$ cat src/rtl/rom_arb_pkg.sv
// Shared definitions for the ROM access arbiter: widths, FSM state and requester ids.
package rom_arb_pkg;

    localparam int unsigned ARB_DATA_WIDTH = 16;
    localparam int unsigned ROM_WORD_WIDTH = 32;
    localparam int unsigned ROM_HALF_WIDTH = ROM_WORD_WIDTH / 2;

    typedef enum logic [1:0] {
        ST_IDLE    = 2'd0,
        ST_ISSUE   = 2'd1,
        ST_CAPTURE = 2'd2,
        ST_RESP    = 2'd3
    } arb_state_e;

    typedef enum logic {
        PORT_FETCH = 1'b0,
        PORT_DATA  = 1'b1
    } port_id_e;

    // The requester that did not win last time.
    function automatic port_id_e other_port(input port_id_e p);
        return (p == PORT_FETCH) ? PORT_DATA : PORT_FETCH;
    endfunction

endpackage

$ cat src/rtl/rom_arb_pick.sv
// Grant selection between the fetch and data requesters (combinational).
//   fetch_req, data_req : pending requests
//   last_grant          : requester granted most recently (used only with ROM_ARB_RR_EN)
//   grant_c             : selected requester; meaningful only when a request is pending
// Build option: define ROM_ARB_RR_EN for round-robin on contention, otherwise data wins.
module rom_arb_pick
    import rom_arb_pkg::*;
(
    input  logic     fetch_req,
    input  logic     data_req,
    input  port_id_e last_grant,
    output port_id_e grant_c
);

`ifndef ROM_ARB_RR_EN
    // Fixed priority ignores history.
    logic unused_last_grant;
    assign unused_last_grant = last_grant;
`endif

    always_comb begin
        grant_c = PORT_FETCH;
        if (fetch_req && data_req) begin
`ifdef ROM_ARB_RR_EN
            grant_c = other_port(last_grant);
`else
            grant_c = PORT_DATA;
`endif
        end else if (data_req) begin
            grant_c = PORT_DATA;
        end
    end

endmodule

$ cat src/rtl/rom_access_arbiter.sv
// Arbitrates a single-port ROM between an instruction-fetch and a data-read requester.
// One transaction walks IDLE -> ISSUE -> CAPTURE -> RESP; a request seen in IDLE at
// edge N yields its ack pulse sampled at edge N+3.
//   clk, rst_n                      : clock, asynchronous active-low reset
//   fetch_req/fetch_addr/fetch_ack  : fetch handshake; fetch_opcode/fetch_operand results
//   data_req/data_addr/data_ack     : data handshake; data_out result
//   rom_en/rom_addr/rom_rdata       : ROM read port, data valid the cycle after rom_en
//   busy                            : transaction in flight
//   addr_err                        : sticky, an address >= ROM_DEPTH was granted
// Build option: ROM_ARB_RR_EN selects round-robin arbitration on contention.
module rom_access_arbiter
    import rom_arb_pkg::*;
#(
    parameter int unsigned DATA_WIDTH = ARB_DATA_WIDTH,
    parameter int unsigned ROM_DEPTH  = 256
) (
    input  logic                      clk,
    input  logic                      rst_n,
    input  logic                      fetch_req,
    input  logic [DATA_WIDTH-1:0]     fetch_addr,
    output logic                      fetch_ack,
    output logic [DATA_WIDTH-1:0]     fetch_opcode,
    output logic [DATA_WIDTH-1:0]     fetch_operand,
    input  logic                      data_req,
    input  logic [DATA_WIDTH-1:0]     data_addr,
    output logic                      data_ack,
    output logic [DATA_WIDTH-1:0]     data_out,
    output logic                      rom_en,
    output logic [DATA_WIDTH-1:0]     rom_addr,
    input  logic [ROM_WORD_WIDTH-1:0] rom_rdata,
    output logic                      busy,
    output logic                      addr_err
);

    arb_state_e            state;
    port_id_e              sel_port;
    logic                  sel_oor;
    port_id_e              last_grant;
    port_id_e              grant_c;
    logic [DATA_WIDTH-1:0] pick_addr_c;
    logic                  pick_oor_c;

    rom_arb_pick u_pick (
        .fetch_req  (fetch_req),
        .data_req   (data_req),
        .last_grant (last_grant),
        .grant_c    (grant_c)
    );

    // Address of the requester about to be granted and its range check.
    assign pick_addr_c = (grant_c == PORT_DATA) ? data_addr : fetch_addr;
    assign pick_oor_c  = 32'(pick_addr_c) >= 32'(ROM_DEPTH);

`ifdef ROM_ARB_RR_EN
    // History for round-robin; starts at fetch so the first contested grant goes to data.
    always_ff @(posedge clk or negedge rst_n) begin
        if (!rst_n) begin
            last_grant <= PORT_FETCH;
        end else if (state == ST_IDLE && (fetch_req || data_req)) begin
            last_grant <= grant_c;
        end
    end
`else
    assign last_grant = PORT_FETCH;
`endif

    // Transaction FSM with registered outputs; rom_addr doubles as the granted address.
    always_ff @(posedge clk or negedge rst_n) begin
        if (!rst_n) begin
            state         <= ST_IDLE;
            sel_port      <= PORT_FETCH;
            sel_oor       <= 1'b0;
            fetch_ack     <= 1'b0;
            data_ack      <= 1'b0;
            rom_en        <= 1'b0;
            busy          <= 1'b0;
            addr_err      <= 1'b0;
            fetch_opcode  <= '0;
            fetch_operand <= '0;
            data_out      <= '0;
            rom_addr      <= '0;
        end else begin
            fetch_ack <= 1'b0;
            data_ack  <= 1'b0;
            rom_en    <= 1'b0;
            unique case (state)
                ST_IDLE: begin
                    if (fetch_req || data_req) begin
                        state    <= ST_ISSUE;
                        busy     <= 1'b1;
                        sel_port <= grant_c;
                        sel_oor  <= pick_oor_c;
                        rom_addr <= pick_addr_c;
                        rom_en   <= !pick_oor_c;
                        if (pick_oor_c) begin
                            addr_err <= 1'b1;
                        end
                    end
                end
                ST_ISSUE: begin
                    state <= ST_CAPTURE;
                end
                ST_CAPTURE: begin
                    // A requester that withdrew gets neither results nor ack.
                    state <= ST_RESP;
                    if (sel_port == PORT_FETCH && fetch_req) begin
                        fetch_ack     <= 1'b1;
                        fetch_opcode  <= sel_oor ? '0
                                       : DATA_WIDTH'(rom_rdata[ROM_WORD_WIDTH-1:ROM_HALF_WIDTH]);
                        fetch_operand <= sel_oor ? '0
                                       : DATA_WIDTH'(rom_rdata[ROM_HALF_WIDTH-1:0]);
                    end else if (sel_port == PORT_DATA && data_req) begin
                        data_ack <= 1'b1;
                        data_out <= sel_oor ? '0
                                  : DATA_WIDTH'(rom_rdata[ROM_HALF_WIDTH-1:0]);
                    end
                end
                ST_RESP: begin
                    state <= ST_IDLE;
                    busy  <= 1'b0;
                end
                default: begin
                    state <= ST_IDLE;
                    busy  <= 1'b0;
                end
            endcase
        end
    end

endmodule

$ cat config.mk
export PLATFORM = sky130hd
export DESIGN_NAME = rom_access_arbiter
export DESIGN_NICKNAME = d
export VERILOG_FILES = /design/src/rtl/rom_arb_pkg.sv /design/src/rtl/rom_arb_pick.sv /design/src/rtl/rom_access_arbiter.sv
export SDC_FILE = /design/constraint.sdc
export NUM_CORES = 1
export LEC_CHECK = 0
export ABC_CLOCK_PERIOD_IN_PS = 1900
export BUFFER_PORTS_ARGS = -buffer_cell sky130_fd_sc_hd__buf_2
export CORE_MARGIN = 5
export CORE_UTILIZATION = 25
export CTS_CLUSTER_SIZE = 24
export DETAILED_ROUTE_END_ITERATION = 8
export PLACE_DENSITY = 0.52
export SYNTH_ARGS = -nofsm -noshare
export SYNTH_HDL_FRONTEND = slang
export SYNTH_SLANG_ARGS = --single-unit
export TNS_END_PERCENT = 1
$ cat constraint.sdc
create_clock -name clk -period 1.9 [get_ports clk]
set_input_delay 0.475 -clock clk [delete_from_list [all_inputs] [get_ports clk]]
set_output_delay 0.475 -clock clk [all_outputs]
set_load 0.05 [all_outputs]
=== After elaboration in Yosys (flattened, before gate mapping) ===
Cells that the tools add are included.

* Register bits after elaboration: 73
* Bits of input ports: 68
* Word-level logic and storage cells: 47

* Order comparisons: 1
* Equality and inequality tests: 4
* Multiplexer cells: 16
* Bitwise logic cells: 2
* Reduce and logical (&&, ||, !) cells: 12

{| class="wikitable"
|+ Operators with widths
! cell !! number
|-
| two-way mux 16 bit || 3
|-
| >= comparator 16 x 9 -> 1 bit, second input constant || 1
|-
| two-way mux 1 bit || 10
|-
| case mux 2 bit (4 select lines) || 1
|-
| AND reduction 2 bit || 3
|-
| AND reduction 3 bit || 2
|-
| equality test 2 bit, second input constant || 2
|-
| logical AND 1 bit || 3
|-
| equality test 2 x 1 -> 1 bit, second input constant || 1
|-
| zero test 2 bit || 1
|-
| two-way mux 2 bit || 1
|-
| inequality test 2 bit, second input constant || 1
|-
| NOT 1 bit || 2
|-
| case mux 1 bit (2 select lines) || 1
|-
| nonzero test 2 bit || 1
|-
| zero test 1 bit || 1
|-
| logical OR 1 bit || 1
|}

=== Longest topological paths before layout ===
* Depth after elaboration: 7
* Mapped depth: 7
* Mapped depth without buffers: 5

=== Modules after synthesis ===
From an unflattened synthesis, not the netlist that was laid out.

* Cells, all modules: 303
* Area, all modules: 3,056.7 µm²

{| class="wikitable"
|+ Modules (own cells, without submodules)
! module !! times used !! cells an instance !! area each (µm²)
|-
| rom_access_arbiter || 1 || 302 || 3,052.9
|-
| rom_arb_pick || 1 || 1 || 3.8
|}

=== Worst setup path after synthesis ===
Ideal clock, no wire load.

* Kind: reg-to-reg
* From: register state[0]
* To: register state[1]
* Arrival: 1,322 ps
* Required time: 1,772 ps
* Path slack: 451 ps
* Stages on the path, launching flop included: 5
* Buffers on the path: 0
* Period minus slack after synthesis: 1,449 ps
* Cell sequence: dfrtp_1 -> inv_1 -> ha_1 -> nor3b_2 -> mux2_1

* Word-level cells in the longest chain between the ends: 2
* Elaborated cells on any way between the ends: 6
* Classes of those cells: 4 x eq/ne; 1 x mux; 1 x reduce/logical

{| class="wikitable"
|+ Ends and longest elaborated chain
! item !! line !! source
|-
| start: declaration || rom_access_arbiter.sv:35 || <nowiki>arb_state_e state;</nowiki>
|-
| start signal: assignment || rom_access_arbiter.sv:70 || <nowiki>state <= ST_IDLE;</nowiki>
|-
| start signal: assignment || rom_access_arbiter.sv:89 || <nowiki>state <= ST_ISSUE;</nowiki>
|-
| start signal: assignment || rom_access_arbiter.sv:101 || <nowiki>state <= ST_CAPTURE;</nowiki>
|-
| equality test 2 bit (tied with other cells) || rom_access_arbiter.sv:86 || <nowiki>unique case (state)</nowiki>
|-
| case mux 2 bit (4 select lines) or inequality test 2 bit (tied branches) || -- ||
|}

Several ways; a longest one is shown, not always the timed one.
A chain may end at the register's enable or synchronous reset.

=== Final worst setup path ===
Same ends and word-level chain as after synthesis.

==> summary.md <==
• # fillers: 1326
• post-place setup slack: 269 ps
• Period Utilization, post-route: 85.8%
• area of the multi-input gates: 1180 um^2
• type of the worst min-delay path: primary input to async pin
• Antenna Diode Count: 0
• Starting Density: 25.2%
• CP Capture Type: flip-flop
• post-route standard cell area excluding fillers: 4300 um^2
• library cell used as clock root buffer: sky130_fd_sc_hd__clkbuf_16
• Worst EP required: 2120 ps
• count of H-tree levels built during CTS: 3
• time the worst path needs with I/O delays and setup: 1630 ps
• number of different library cells in the post-synthesis netlist: 27
• final-stage net count: 509
• TritonRoute pass-1 iters: 4
• Hold Fails Final Rpt: 0
• critical path fanouts, max: 5
• register-to-register setup slack: 270 ps
• Worst Clk Skew: 6.23 ps
• result of the run: complete, no violations
• residual DRC count: 0
• clock latency on the worst-skew pair: 340 ps
• total global-route track usage: 10.9%
• pin count of the biggest net entering global routing: 74
• unrepaired setup endpoints after global routing: no
• total placed instance area: 4000 um^2
• Cell Rows: 41
• Lkg Pwr: 2.20 nW
• core outline area: 12500 um^2
• Max Slew Vio Count: 0
• Worst Reg-to-Reg Cells: 4
• area enclosed by the die boundary: 15000 um^2
• total number of vias: 2534
• total global routing overflow: 0
• warnings from Yosys: 0
• count of flip-flops with a built-in enable after synthesis: 0
• headroom to the max-slew limit: 71.4%
• Vias per Instance: 4.13
• most used flip-flop cell after synthesis: sky130_fd_sc_hd__dfrtp_1
• fraction of final layout cells sized beyond drive strength 1: 39.1%
• actual slew at the worst max-slew pin: 426 ps
• placed insts: 598
• clock tree from TritonCTS: built
• wire length of the first global-routing pass: 12600 um
• Detailed Place HPWL: 5560 um
• area of the mapped netlist: 3160 um^2
• count of mapped cells out of synthesis: 301
• count of instances resized after the clock tree is built: 0
• capturing point of the worst reg2reg path: state[1]$_DFFE_PN0P_
• Worst Setup Start Kind: flip-flop
• total area of sequential cells: 1830 um^2
• number of endpoints failing setup at the final stage: 0
• y dimension of the die: 122 um
• number of buffer cells added on primary ports: 136
• total power divided by cell area: 1850 nW/um^2
• FMAX: 614 MHz
• clock sink count: 73
• share of synthesized area occupied by flip-flops and latches: 57.9%
• max-cap check violation count: 0
• number of global-route vias before repair: 2529
• number of design-rule violations left by the first detailed-router iteration: 119
• Final Total Pwr: 0.00797 W
• number of standard cells in the final layout excluding fillers: 614
• VDD IR max: 0.681 mV
• count of boundary I/O pins: 137
• Routed wire per std cell: 12.8 um
• Syn Nets: 373
• clock buffer count from CTS: 9
• share of synthesized registers carrying an async set or reset: 100%
• die boundary width: 122 um
• DRT Wirelength: 7840 um
• Setup Fix Bufs, Post-CTS: 0
• number of antenna-violating nets in the routed design: 0
• final worst-path setup slack: 270 ps
• largest buffer count on any clock path: 2
• routability cong.: 0.760
• classification of the worst setup path: flip-flop to flip-flop
• clock transition at the registers of the reported paths: 60 ps
• summed negative setup slack over all endpoints: 0 ps
• post-synthesis average cell area: 10.5 um^2
• CP Data Arrival Time: 1850 ps
• P&R area growth vs syn: 36.2%
• number of synthesized register bits: 73
• Post-CTS Hold Buffers: 0
• initial antenna violation count: 0
• reg2reg start: state[0]$_DFFE_PN0P_
==> state kept, by name (all words and copies together) (netlist names), 2 cells and up <==
name,cells
state,2
data_out,16
fetch_opcode,16
rom_addr,16
fetch_operand,16
==> worst max-delay path: stages (launching register included) <==
cell and delay (ps):
sky130_fd_sc_hd__dfrtp_1 390, sky130_fd_sc_hd__inv_1 130, sky130_fd_sc_hd__ha_1 310, sky130_fd_sc_hd__nor3b_2 320, sky130_fd_sc_hd__mux2_1 360
==> how the worst max path moves through the flow <==
stage / start / endpoint / slack (ps) / depth (start not counted)
6_report: state[0]$_DFFE_PN0P_ / state[1]$_DFFE_PN0P_ / 270 / 4
5_1_grt: state[0]$_DFFE_PN0P_ / state[1]$_DFFE_PN0P_ / 170 / 4
4_1_cts: state[0]$_DFFE_PN0P_ / state[1]$_DFFE_PN0P_ / 250 / 4
3_5_place_dp: state[0]$_DFFE_PN0P_ / state[1]$_DFFE_PN0P_ / 270 / 4
3_3_place_gp: state[0]$_DFFE_PN0P_ / state[1]$_DFFE_PN0P_ / 400 / 4
2_1_floorplan: state[0]$_DFFE_PN0P_ / state[1]$_DFFE_PN0P_ / 450 / 4
==> cells by family (layout without fill, tap and decap cells) <==
| group | Yosys count | count (layout) | share of synthesized area (%) |
|---|---|---|---|
| buffers and inverters | 23 | 164 | 4.83 |
| multiplexers | 17 | 17 | 5.43 |
| AND/OR/NAND/NOR | 113 | 113 | 17.2 |
| flip-flops | 73 | 73 | 57.9 |
| adder cells (fa/ha/maj) | 4 | 4 | 1.59 |
| AO/OA/AOI/OAI | 71 | 71 | 13.1 |
==> metal layers <==
| layer | vias to the layer above | routed length, um | GRT usage [%] |
|---|---|---|---|
| li1 | 1280 | - | - |
| met1 | 1141 | 3440 | 13.6 |
| met2 | 100 | 3480 | 16.2 |
| met3 | 13 | 757 | 4.38 |
| met4 | 0 | 172 | 5.67 |
| met5 | - | 0 | 0 |
==> synthesized netlist by cell type (4+ instances only) <==
| cell type | instances | area share (%) |
|---|---|---|
| sky130_fd_sc_hd__ha_1 | 4 | 1.6 |
| sky130_fd_sc_hd__o21ai_2 | 10 | 2.8 |
| sky130_fd_sc_hd__buf_6 | 6 | 2.1 |
| sky130_fd_sc_hd__dfrtp_1 | 73 | 58 |
| sky130_fd_sc_hd__o21ai_1 | 51 | 8.1 |
| sky130_fd_sc_hd__nor4_1 | 4 | 0.79 |
| sky130_fd_sc_hd__nand2b_1 | 32 | 6.3 |
| sky130_fd_sc_hd__buf_4 | 4 | 0.95 |
| sky130_fd_sc_hd__clkbuf_1 | 4 | 0.48 |
| sky130_fd_sc_hd__buf_2 | 4 | 0.63 |
| sky130_fd_sc_hd__mux2i_1 | 16 | 5.1 |
| sky130_fd_sc_hd__nand2_1 | 68 | 8.1 |
==> per-stage QoR <==
stage                     hold WS (ps)  utilization (%)
final                              143             34.3
after global routing               168             34.3
after CTS                          149             34.3
after detailed placement           460             32.0
after global placement             453             32.0
after floorplan                    179                -
==> power by group <==
| part | internal (W) | total, W | switching, W |
|---|---|---|---|
| logic | 0.000969 | 0.00386 | 0.00290 |
| registers | 0.00213 | 0.00243 | 0.000306 |
| clock network | 0.00101 | 0.00167 | 0.000661 |
| total | 0.00411 | 0.00797 | 0.00386 |
==> placed cells by master, fill, tap and decap left out <==
cell	instances
sky130_fd_sc_hd__a21oi_1	3
sky130_fd_sc_hd__clkbuf_16	9
sky130_fd_sc_hd__nor3_1	1
sky130_fd_sc_hd__mux2_1	1
sky130_fd_sc_hd__o21ai_2	10
sky130_fd_sc_hd__nand2b_1	32
sky130_fd_sc_hd__bufinv_16	1
sky130_fd_sc_hd__clkinv_4	1
sky130_fd_sc_hd__buf_4	7
sky130_fd_sc_hd__nand3_1	3
sky130_fd_sc_hd__mux2i_1	16
sky130_fd_sc_hd__a21o_1	1
sky130_fd_sc_hd__dfrtp_1	73
sky130_fd_sc_hd__nand2_1	68
sky130_fd_sc_hd__buf_2	135
sky130_fd_sc_hd__a22o_1	1
sky130_fd_sc_hd__o21ai_4	1
sky130_fd_sc_hd__nor2b_1	1
sky130_fd_sc_hd__o21ai_1	51
sky130_fd_sc_hd__nor4_1	4
sky130_fd_sc_hd__nand3b_1	3
sky130_fd_sc_hd__inv_1	3
sky130_fd_sc_hd__buf_12	2
sky130_fd_sc_hd__o21ai_0	3
sky130_fd_sc_hd__nor3b_2	1
sky130_fd_sc_hd__clkinv_2	2
sky130_fd_sc_hd__ha_1	4
sky130_fd_sc_hd__inv_2	1
sky130_fd_sc_hd__a211o_1	1
sky130_fd_sc_hd__clkinvlp_4	3
==> final cells by class <==
type,instances,share of cell area (%)
Tap cell,172,5.01
Multi-Input combinational cell,205,27.4
Clock buffer,9,5.24
Sequential cell,73,42.5
Inverter,4,0.349
Clock inverter,7,1.66
Timing Repair Buffer,144,17.9
(Power assumes the default switching activity.)
